$ cat config.mk
export PLATFORM = sky130hd
export DESIGN_NAME = alarm_unit
export DESIGN_NICKNAME = d
export VERILOG_FILES = /design/src/rtl/alarm_unit.sv
export SDC_FILE = /design/constraint.sdc
export NUM_CORES = 1
export LEC_CHECK = 0
export BUFFER_PORTS_ARGS = -buffer_cell sky130_fd_sc_hd__buf_4
export CAP_MARGIN = 15
export CORE_MARGIN = 2
export CORE_UTILIZATION = 50
export CTS_CLUSTER_DIAMETER = 40
export DETAILED_ROUTE_END_ITERATION = 10
export HOLD_SLACK_MARGIN = 0.08
export PLACE_DENSITY = 0.85
export SYNTH_ARGS = -nofsm -noshare
export SYNTH_HDL_FRONTEND = slang
export SYNTH_SLANG_ARGS = --single-unit
$ cat constraint.sdc
create_clock -name clk -period 3.7 [get_ports clk]
set_input_delay 0.37 -clock clk [delete_from_list [all_inputs] [get_ports clk]]
set_output_delay 0.37 -clock clk [all_outputs]
set_load 0.05 [all_outputs]
$ cat src/rtl/alarm_unit.sv
// alarm_unit: daily hh:mm:00 alarm with stop, snooze, disarm and optional
// auto-silence. Build option: define ALARM_AUTO_SILENCE_EN to end an unattended
// ring after RING_TIMEOUT_S ticks and flag it on 'missed'; otherwise the ring
// persists and 'missed' is constant 0.
module alarm_unit #(
   parameter int SNOOZE_MIN     = 5,
   parameter int MAX_SNOOZE     = 3,
   parameter int RING_TIMEOUT_S = 60
) (
   input  logic       clk,
   input  logic       reset,
   input  logic       tick,
   input  logic [5:0] cur_sec,
   input  logic [5:0] cur_min,
   input  logic [4:0] cur_hour,
   input  logic       set_en,
   input  logic [4:0] set_hour,
   input  logic [5:0] set_min,
   input  logic       arm,
   input  logic       stop,
   input  logic       snooze,
   output logic       ring,
   output logic [1:0] state,
   output logic [4:0] alarm_hour,
   output logic [5:0] alarm_min,
   output logic       set_err,
   output logic       missed
);

   localparam logic [1:0] S_IDLE  = 2'd0;
   localparam logic [1:0] S_ARMED = 2'd1;
   localparam logic [1:0] S_RING  = 2'd2;
   localparam logic [1:0] S_SNZ   = 2'd3;

   localparam logic [11:0] SNOOZE_TICKS = 12'(SNOOZE_MIN * 60);
   localparam logic [2:0]  SNOOZE_MAX   = 3'(MAX_SNOOZE);

   // Out-of-range parameters stop elaboration rather than silently truncate.
   if (SNOOZE_MIN < 1 || SNOOZE_MIN > 60 || MAX_SNOOZE < 0 || MAX_SNOOZE > 7 ||
       RING_TIMEOUT_S < 1 || RING_TIMEOUT_S > 4095) begin : g_bad_param
      $error("alarm_unit: parameter out of range");
   end

   logic [1:0]  state_q, state_d;
   logic        ring_q, ring_d;
   logic [4:0]  alarm_hour_q, alarm_hour_d;
   logic [5:0]  alarm_min_q, alarm_min_d;
   logic        set_err_q, set_err_d;
   logic [11:0] snooze_left_q, snooze_left_d;
   logic [11:0] ring_cnt_q, ring_cnt_d;
   logic [2:0]  snooze_used_q, snooze_used_d;
   logic        missed_q, missed_d;

   logic        match;
   logic        set_ok;
   logic [11:0] ring_cnt_inc;

   // Match compares against the registered alarm time, so a write in the
   // same cycle only affects later ticks.
   assign match        = tick && (cur_hour == alarm_hour_q) && (cur_min == alarm_min_q) &&
                         (cur_sec == 6'd0);
   assign set_ok       = (set_hour <= 5'd23) && (set_min <= 6'd59);
   assign ring_cnt_inc = (ring_cnt_q == 12'hFFF) ? ring_cnt_q : ring_cnt_q + 12'd1;

   // Next-state: write path, then state transitions in priority order.
   always_comb begin
      state_d       = state_q;
      alarm_hour_d  = alarm_hour_q;
      alarm_min_d   = alarm_min_q;
      set_err_d     = 1'b0;
      snooze_left_d = snooze_left_q;
      ring_cnt_d    = ring_cnt_q;
      snooze_used_d = snooze_used_q;
      missed_d      = missed_q;

      if (set_en) begin
         missed_d = 1'b0;
         if (set_ok) begin
            alarm_hour_d = set_hour;
            alarm_min_d  = set_min;
         end else begin
            set_err_d = 1'b1;
         end
      end

      if (!arm) begin
         state_d       = S_IDLE;
         snooze_used_d = 3'd0;
         missed_d      = 1'b0;
      end else begin
         case (state_q)
            S_IDLE: state_d = S_ARMED;
            S_ARMED: begin
               if (match) begin
                  state_d       = S_RING;
                  ring_cnt_d    = 12'd0;
                  snooze_used_d = 3'd0;
               end
            end
            S_RING: begin
               if (stop) begin
                  state_d = S_ARMED;
               end else if (snooze && (snooze_used_q < SNOOZE_MAX)) begin
                  state_d       = S_SNZ;
                  snooze_left_d = SNOOZE_TICKS;
                  snooze_used_d = snooze_used_q + 3'd1;
               end else if (tick) begin
                  ring_cnt_d = ring_cnt_inc;
`ifdef ALARM_AUTO_SILENCE_EN
                  if (ring_cnt_inc == 12'(RING_TIMEOUT_S)) begin
                     state_d  = S_ARMED;
                     missed_d = 1'b1;
                  end
`endif
               end
            end
            S_SNZ: begin
               if (stop) begin
                  state_d = S_ARMED;
               end else if (tick) begin
                  if (snooze_left_q == 12'd1) begin
                     state_d    = S_RING;
                     ring_cnt_d = 12'd0;
                  end
                  if (snooze_left_q != 12'd0) snooze_left_d = snooze_left_q - 12'd1;
               end
            end
            default: state_d = S_IDLE;
         endcase
      end

      ring_d = (state_d == S_RING);
   end

   // State registers with asynchronous active-low clear.
   always_ff @(posedge clk or negedge reset) begin
      if (!reset) begin
         state_q       <= S_IDLE;
         ring_q        <= 1'b0;
         alarm_hour_q  <= 5'd0;
         alarm_min_q   <= 6'd0;
         set_err_q     <= 1'b0;
         snooze_left_q <= 12'd0;
         ring_cnt_q    <= 12'd0;
         snooze_used_q <= 3'd0;
         missed_q      <= 1'b0;
      end else begin
         state_q       <= state_d;
         ring_q        <= ring_d;
         alarm_hour_q  <= alarm_hour_d;
         alarm_min_q   <= alarm_min_d;
         set_err_q     <= set_err_d;
         snooze_left_q <= snooze_left_d;
         ring_cnt_q    <= ring_cnt_d;
         snooze_used_q <= snooze_used_d;
         missed_q      <= missed_d;
      end
   end

   assign ring       = ring_q;
   assign state      = state_q;
   assign alarm_hour = alarm_hour_q;
   assign alarm_min  = alarm_min_q;
   assign set_err    = set_err_q;
`ifdef ALARM_AUTO_SILENCE_EN
   assign missed     = missed_q;
`else
   assign missed     = 1'b0;
`endif

endmodule

==> results.md, run 1 <==
- Synthesized area: between 1500 and 2000 um^2
- Clock Skew: 10.9 ps
- P_leak: 1.02 nW
- Total Wirelength: around 3800 um
- Global Route met2 Usage: 32.4%
- CTS tree: done
- Initial antenna violation count: 0
- Resize count post-CTS: 0
- Status: finished clean
- Worst Hold Endpoint: alarm_hour[1]
- Commonest cells after routing, fill and taps aside: 49 x buf_4, 30 x dfrtp_1, 12 x mux2_2, 11 x xor2_1, 9 x nand4_1
- Max VDD drop: roughly 0.24 mV
- H-tree depth reported by CTS: 2
- Commonest non-fill, non-tap cell in the layout: buf_4
- Fillers: 263
- Tcrit/Tclk final: 62.7%
- Die Ht: 63.8 um
- Final ANT Viol Nets: 0
- Final count of hold timing violations: 0
- Slew HR: 53.3%
- XOR/XNOR Fraction of Synth Area: 5.39%
- Hold Crit Class: in2reg
- Critical setup path kind: reg2reg
- FMAX: approximately 0.43 GHz
- Gr ovfl total: 0
- Setup Buffers After CTS: 0
- Inst Count DP: 253
- Compound-Gate Fraction of Synth Area: 14.9%
- Ratio of cells with drive above 1 in the final layout: 40.3%
- Crit. End Element: register
- Main combinational cell family by area after synthesis: simple AND/OR/NAND/NOR gates
- Yosys top cell area share: 42.0%
- Number of diodes: 0
- Drt via density: 5.68
- Setup TNS: 0 ps
- Reg area: 751 um^2
- Power Density: 367 nW/um^2
- Yosys cell types: 55
- Worst-path fanout max: 11
- Crit path max-delay family: compound AO/OA/AOI/OAI gates
- Mapped Cells: around 170
- CTS Sinks: 30
- Largest net degree at the start of global routing: 31
- Met1 Use GR: around a quarter
- Area occupied by multi-input gates: ~940 um^2
- Unrepaired setup endpoints after global routing: false
- Met3 Use GR: 7.75%
- Post-synthesis sequential area ratio: 42.0%
- Reg-to-reg slack, setup: 1380 ps
- Final setup violating endpoints: 0
- Critical-path top delay cell: a211oi_2
- First-pass GRT wire length: around 6400 um
- Avg WL per Cell: 14.5 um
- CTS buffer count: 5
- Num ports: 51
- Post-synth top flop: dfrtp_1
- Filler-free cell count of the finished design: 262
- Residual DRC: 0
- Cells along the critical path: or3b_4 > a2bb2oi_2 > a211oi_2 > mux2_2
- Initial DRT Pass Iterations: 4
- Reg-to-reg critical path endpoint: snooze_left_q[1]
- Reg2reg start: state[0]
- CP Data Arrival Time: 2550 ps
- Crit path required time: 3930 ps
- Type of origin of the critical path: register
- Synth area leaders: dfrtp_1 42%, mux2_2 7.6%, xor2_1 5.4%
- Die W: 63.8 um
- Grt peak-use layer: met2
- Synth warn: 0
- Site Rows: 21
- Hold Path Depth: 2
- Clk pin slew, worst setup/hold paths: 110 ps
- Die area: roughly 4100 um^2
- Area grow syn2layout: 25.4%
- Worst skew pair latency: 340 ps
- I/O Buffers: a little under 50
- Synth Net Count: 204
- Vias in the first global route: ~1.5k
- EDFF count, synth: 0
- Via count: 1488
- Synth Area in Adders: approximately 2.8%
- Worst slew pin tran: 700 ps
- Syn_area_per_cell: 10.8 um^2
- WP buf/inv: 0
- Initial DRC Count: between 70 and 80
- Yosys top cell by area: dfrtp_1
- CTS max path bufs: 2
- Hold_buf cts: 1
- Reg2Reg Depth: 4
- Core Region: between 3000 and 4000 um^2
- Mux share of post-synthesis cell area: 8.12%
- Ys async rst share: 100%
- Max_cap viols: 0
- GPL Wtd Cong: approximately 0.79
- Hold path start: set_hour[1]
- Slew Limit Fails: 0
- Tot GR Track Use: 20.3%
- Starting Density: 52.8%
- Nets@finish: 254
- CTS root buffer: clkbuf_4
- Synth Register Bits: 30
- Simple-gate share of the synthesized area: 21.3%
- Final min period: 2320 ps
- Post-DP HPWL: 2880 um
- CP max stage delay: between 600 and 700 ps
-- report_power, final --
part	leakage [nW]	internal, mW	switching [mW]
clock	0.0374	0.142	0.126
combinational	0.620	0.0774	0.111
sequential	0.360	0.346	0.0191
total	1.02	0.565	0.256
-- how the worst max path moves through the flow --
stage	slack (ps)	endpoint	from	cells past startpoint
2_1_floorplan	1640	snooze_left_q[1]	state[0]	5
3_3_place_gp	1450	snooze_left_q[1]	state[0]	4
3_5_place_dp	1390	snooze_left_q[1]	state[0]	4
4_1_cts	1380	snooze_left_q[1]	state[0]	4
5_1_grt	1290	snooze_left_q[1]	state[0]	4
6_report	1380	snooze_left_q[1]	state[0]	4
-- per-stage QoR --
stage / instance area [um^2] / util [%] / hold slack (ps) / setup WS (ps) / power, mW
2_1_floorplan: 1790 / - / 74.4 / 1640 / 0.484
3_3_place_gp: 2150 / 63.4 / 320 / 1450 / 0.557
3_5_place_dp: 2150 / 63.4 / 323 / 1390 / 0.561
4_1_cts: 2240 / 66.1 / 244 / 1380 / 0.829
5_1_grt: 2240 / 66.1 / 224 / 1290 / 0.859
6_report: 2240 / 66.1 / 254 / 1380 / 0.822
-- flip-flops by register name (all words and copies together), names as in the netlist --
signal,cells
snooze_left_q,12
alarm_min,6
alarm_hour,5
snooze_used_q,3
state,2
ring,1
set_err,1
-- synthesized netlist by cell type, types with 4 or more instances --
cell type / instances
or3_1: 4
inv_1: 8
nor2_1: 6
nand4_1: 9
ha_1: 4
nand2_1: 6
a211oi_1: 4
dfrtp_1: 30
mux2_2: 12
nor4_1: 6
xor2_1: 11
o211ai_1: 4
-- kinds of logic (layout without fill, tap and decap cells) --
logic type,count (synthesis),in the layout
other,1,1
XOR/XNOR,11,11
buffers and inverters,15,66
adder cells (fa/ha/maj),4,4
AND/OR/NAND/NOR,58,58
multiplexers,13,13
AO/OA/AOI/OAI,33,33
flip-flops,30,30
-- cell type report --
cell class | instances | area share (%)
well taps | 46 | 2.57
clock buffers | 5 | 1.67
repair buffers | 50 | 16.9
inverters | 8 | 1.34
multi-input cells | 120 | 42.1
flip-flops and latches | 30 | 33.5
clock inverters | 3 | 2.01
-- per-layer routing --
layer | vias up | routed length (um)
met4 | 0 | 47
met1 | 704 | 1720
met5 | - | 0
met3 | 6 | 242
met2 | 48 | 1780
li1 | 730 | -
(Power assumes the default switching activity.)
==> inputs of run 2 (changes only) <==
Settings changed: CORE_UTILIZATION 50 to 47, PLACE_DENSITY 0.85 to 0.84.
Clock period 3.7 ns to 2.1 ns, I/O delays scaled along.
==> run 2 against run 1 <==
- fmax rose by 31%
- non-clock buffer count increased by 4
- cell count is 2.3% higher
- worst hold slack got worse by 93 ps
- design area rose by 1.8%
- clock skew fell by 5.7 ps
- via count down 0.13%
- sequential power is 76% higher
- die area increased by 6.0%
- register-to-register slack worse by 1100 ps
- largest cell class unchanged
- largest power group unchanged
==> results.md, run 2 (synthesis gave the netlist of run 1 again) <==
- Status: finished clean
- Worst slew pin tran: around 530 ps
- Unrepaired setup endpoints after global routing: false
- Worst skew pair latency: 280 ps
- Fin worst setup slack: 323 ps
- CTS root buffer: clkbuf_8
- Post-DP HPWL: 3030 um
- Clk pwr share: about a third
- Slew Limit Fails: 0
- Cell-internal power: 1.01 mW
- Critical setup path kind: reg2reg
- Setup TNS: 0 ps
- Core Region: 3660 um^2
- Die Ht: roughly 66 um
- Via count: 1486
- Overall Power: 1.45 mW
- Power Density: 636 nW/um^2
- Flop pwr share: 44.3%
- CTS max path bufs: 2
- Starting Density: about 50%
- Type of origin of the critical path: register
- Hold Crit Class: in2reg
- CTS tree: done
- FMAX: 0.563 GHz
- Num ports: 51
- Initial DRC Count: 132
- Tot GR Track Use: 19.9%
- P_leak: 1.05 nW
- P_sw: 0.440 mW
- Final ANT Viol Nets: 0
- Area grow syn2layout: 27.7%
- Tcrit/Tclk final: 84.6%
- Drt via density: between 5 and 6
- Worst-path fanout max: 6
- I/O Buffers: approximately 50
- Clock Skew: 5.13 ps
- Max_cap viols: 0
- Initial antenna violation count: 0
- Die W: 65.7 um
- Clk pin slew, worst setup/hold paths: 60 ps
- Number of diodes: 0
- Initial DRT Pass Iterations: 4
- Gr ovfl total: 0
- GPL Wtd Cong: 0.819
- Site Rows: 22
- Reg with most FFs: snooze_left_q
- Post-Place Worst Slack: 335 ps
- Residual DRC: 0
- Max VDD drop: 0.475 mV
- Switching portion of total power: between 30% and 40%
- Ratio of cells with drive above 1 in the final layout: 40.9%
- Vias in the first global route: 1508
- Max FFs per register: 12
- Setup Buffers After CTS: 0
- First-pass GRT wire length: 6650 um
- Avg WL per Cell: 14.8 um
- CTS buffer count: 5
- H-tree depth reported by CTS: 2
- Total Wirelength: 3960 um
- Largest net degree at the start of global routing: 31
- CP Data Arrival Time: 1940 ps
- Die area: 4310 um^2
- Nets@finish: approximately 260
- Commonest cells after routing, fill and taps aside: 53 x buf_4, 30 x dfrtp_1, 12 x mux2_2, 11 x xor2_1, 9 x nand4_1
- CTS Sinks: 30
- Final min period: roughly 1800 ps
- Final setup violating endpoints: 0
- Final count of hold timing violations: 0
- Logic pwr share: 23.1%
- Slew HR: 64.6%
- Crit path required time: approximately 2300 ps
- Crit. End Element: register
- Commonest non-fill, non-tap cell in the layout: buf_4
[run 2: timing repair]
action	CTS	global route
hold buffers	1	0
endpoints found under the hold margin	30	0
setup endpoints to repair	0	0
resized for setup	0	0
[run 2: metal layers]
metal | track usage [%] | up-vias | wire length (um)
met5 | 0 | - | 0
met4 | 7.03 | 0 | 57
met3 | 4.62 | 7 | 173
met2 | 35.6 | 37 | 2000
met1 | 23.1 | 714 | 1730
li1 | - | 728 | -
[run 2: metrics by stage]
stage | std cells | hold WS, ps | instance area [um^2] | utilization, %
final | 268 | 161 | 2280 | 62.4
after global routing | 268 | 156 | 2280 | 62.4
after CTS | 268 | 155 | 2280 | 62.4
after detailed placement | 259 | 161 | 2180 | 59.6
after global placement | 259 | 162 | 2180 | 59.6
after floorplan | 165 | -85.6 | 1790 | -
[run 2: path summary, 6_finish.rpt]
kind / startpoint / to / slack (ps) / cells past startpoint
worst max-delay path: snooze_left_q[0] / snooze_left_q[10] / 320 / 6
worst min-delay path: set_min[1] / alarm_min[1] / 160 / 2
worst max register to register: snooze_left_q[0] / snooze_left_q[10] / 320 / 6
worst min register to register: snooze_left_q[11] / snooze_left_q[11] / 530 / 1
max in group asynchronous: reset / alarm_hour[4] / 1390 / 2
min in group asynchronous: reset / alarm_min[2] / 420 / 2
[run 2: power by group through the flow]
stage / clock network, mW / registers [mW] / logic [mW]
2_1_floorplan: 0 / 0.765 / 0.0867
3_3_place_gp: 0 / 0.651 / 0.334
3_5_place_dp: 0 / 0.653 / 0.337
4_1_cts: 0.481 / 0.643 / 0.339
5_1_grt: 0.510 / 0.648 / 0.359
6_report: 0.474 / 0.643 / 0.335
[run 2: final cells by class]
class                           count  area [um^2]
Fill cell                         304         1380
Multi-Input combinational cell    120          943
Sequential cell                    30          751
Timing Repair Buffer               54          408
Clock buffer                        7         86.3
Tap cell                           48         60.1
Inverter                            8         30.0
Clock inverter                      1         5.00
[run 2: critical path, cell delays in order (launching register included)]
cell	delay [ps]
dfrtp_1	400
inv_1	120
ha_1	240
nor4b_2	470
a311oi_1	160
a41oi_1	160
o21ai_0	100
==> inputs of run 3 (changes only) <==
Settings changed: ABC_AREA set to 1, CORE_UTILIZATION 47 to 50.
Clock period 2.1 ns to 1.7 ns, I/O delays scaled along.
==> run 3 against run 2 <==
- global-route usage is 4.5 points higher
- wire length is 23% higher
- sequential power is 28% higher
- non-clock buffer count is 1 higher
==> results.md, run 3 <==
- Initial DRC Count: 195
- Largest net degree at the start of global routing: 31
- CP Data Arrival Time: 1790 ps
- Core Region: approximately 3700 um^2
- GPL Wtd Cong: 0.993
- CTS max path bufs: 2
- Slew Limit Fails: 0
- Placed cell areas: 2400 um^2
- Max_cap viols: 0
- Gr ovfl total: 0
- Final ANT Viol Nets: 0
- Number of diodes: 0
- CTS Sinks: 30
- Nets@finish: between 300 and 400
- Yosys cell types: 31
- Initial antenna violation count: 0
- Final setup violating endpoints: 0
- Ys async rst share: between 90% and 100%
- Die W: 67.1 um
- First-pass GRT wire length: 8220 um
- Final instance area: 2520 um^2
- Yosys top cell by area: dfrtp_1
- Avg WL per Cell: 12.3 um
- Yosys top cell area share: 37.7%
- Reg area: between 700 and 800 um^2
- Type of origin of the critical path: register
- Post-DP HPWL: approximately 3700 um
- Filler-free cell count of the finished design: about 400
- Area grow syn2layout: 26.7%
- Synth Register Bits: 30
- Clk pin slew, worst setup/hold paths: approximately 70 ps
- Mapped Cells: a little under 300
- Synth Net Count: 331
- Starting Density: 53.2%
- Num ports: 51
- Ratio of cells with drive above 1 in the final layout: 22.9%
- Synth area leaders: dfrtp_1 38%, nand2_1 17%, nor2_1 8.3%
- Crit path required time: 1920 ps
- Tot GR Track Use: 24.4%
- CTS tree: done
- Count leader, synth: nand2_1
- Tcrit/Tclk final: 92.7%
- Reg with most FFs: snooze_left_q
- Unrepaired setup endpoints after global routing: false
- Max FFs per register: 12
- Vias in the first global route: 1876
- Via count: about 2.0k
- Status: finished clean
- Final count of hold timing violations: 0
- P_leak: roughly 1.4 nW
- CTS buffer count: 5
- Post-synth top flop: dfrtp_1
- FMAX: 0.635 GHz
- Total Wirelength: 4880 um
- H-tree depth reported by CTS: 2
- Max VDD drop: just under 0.7 mV
- Residual DRC: 0
- EDFF count, synth: 0
- Die area: 4500 um^2
- Synthesized area: roughly 2000 um^2
- Syn_area_per_cell: 6.82 um^2
- Final min period: 1580 ps
- I/O Buffers: 49
- Critical setup path kind: reg2reg
- Setup TNS: 0 ps
- Worst skew pair latency: 290 ps
- CTS root buffer: clkbuf_8
- Area occupied by multi-input gates: roughly 1000 um^2
- Crit. End Element: register
- Power Density: a little under 800 nW/um^2
- Commonest cells post-synth: 89 x nand2_1, 44 x nor2_1, 43 x inv_1, 30 x dfrtp_1, 23 x nand3_1
- Clock Skew: 1.56 ps
- Site Rows: 22
- Hold Crit Class: in2reg
- Fillers: 340
- Overall Power: 1.99 mW
- Die Ht: 67.1 um
- Reg-to-reg slack, setup: roughly 120 ps
- Commonest cells after routing, fill and taps aside: 89 x nand2_1, 54 x buf_4, 44 x nor2_1, 42 x inv_1, 30 x dfrtp_1
- Drt via density: 4.92
- Post-synthesis sequential area ratio: 37.7%
- Synth warn: 0
- Initial DRT Pass Iterations: 4
- Inst Count DP: between 300 and 400
- Worst-path fanout max: 12
- Commonest non-fill, non-tap cell in the layout: nand2_1
[run 3: cell types whose count changed after synthesis, moves of 4 or more]
| cell | before | now |
|---|---|---|
| nand2_1 | 6 | 89 |
| nor2_1 | 6 | 44 |
| inv_1 | 8 | 43 |
| nand3_1 | 3 | 23 |
| a21oi_1 | 1 | 13 |
| mux2_2 | 12 | 1 |
| nand4_1 | 9 | 2 |
| nor4_1 | 6 | 0 |
| o21ai_2 | 0 | 6 |
| xor2_1 | 11 | 5 |
| a211oi_1 | 4 | 0 |
| o211ai_1 | 4 | 0 |
| or3_1 | 4 | 0 |
[run 3: power breakdown]
| group | internal [mW] | switching, mW | total [mW] |
|---|---|---|---|
| sequential | 0.770 | 0.0553 | 0.825 |
| clock | 0.326 | 0.284 | 0.610 |
| combinational | 0.197 | 0.353 | 0.551 |
[run 3: area by class of cell]
class	count	share of cell area (%)
clock buffer	7	3.42
tap	48	2.38
sequential	30	29.7
inverter	44	6.54
multi-input combinational	213	41.2
timing repair buffer	55	16.5
clock inverter	1	0.198
[run 3: kinds of logic (layout without fill, tap and decap cells)]
family / count (synthesis) / in the layout / synth area share (%)
buf+inv: 49 / 107 / 10.2
compound gates: 30 / 30 / 9.42
flops: 30 / 30 / 37.7
fa+ha+maj: 4 / 4 / 2.51
xor+xnor: 8 / 8 / 3.52
simple gates: 169 / 169 / 35.9
other cells: 1 / 1 / 0.188
mux: 1 / 1 / 0.565
[run 3: layer usage]
metal / share of wire, % / track usage, % / routed length [um]
met3: 7.5 / 7.43 / 366
met1: 43 / 29.6 / 2080
met2: 49 / 41.3 / 2380
met5: 0 / 0 / 0
met4: 1.2 / 7.40 / 57
[run 3: worst max-delay path, stage by stage (launching register included)]
cell and delay, ps:
dfrtp_1 420, inv_2 140, ha_1 170, nand3_1 100
nor3_2 190, nor2_4 60, buf_4 180, buf_4 150
o21ai_2 100
[run 3: worst paths after layout]
path | to | depth (start not counted) | start
max | snooze_left_q[8] | 8 | snooze_left_q[0]
min | alarm_min[2] | 2 | set_min[2]
max reg2reg | snooze_left_q[8] | 8 | snooze_left_q[0]
min reg2reg | snooze_left_q[11] | 2 | snooze_left_q[11]
max in group asynchronous | snooze_left_q[6] | 2 | reset
min in group asynchronous | alarm_min[0] | 2 | reset
[run 3: what timing repair did]
| action | CTS | global route |
|---|---|---|
| setup endpoints to repair | 0 | 10 |
| endpoints found under the hold margin | 30 | 0 |
| gates resized for setup | 0 | 2 |
| hold buffers | 1 | 0 |
| setup buffers | 0 | 3 |
[run 3: through the flow]
step	util (%)	worst slack, ps	hold WS (ps)
after floorplan	-	98.9	-126
after global placement	64.0	156	115
after detailed placement	64.0	58.0	121
after CTS	66.7	51.7	107
after global routing	67.4	28.6	121
final	67.4	124	109
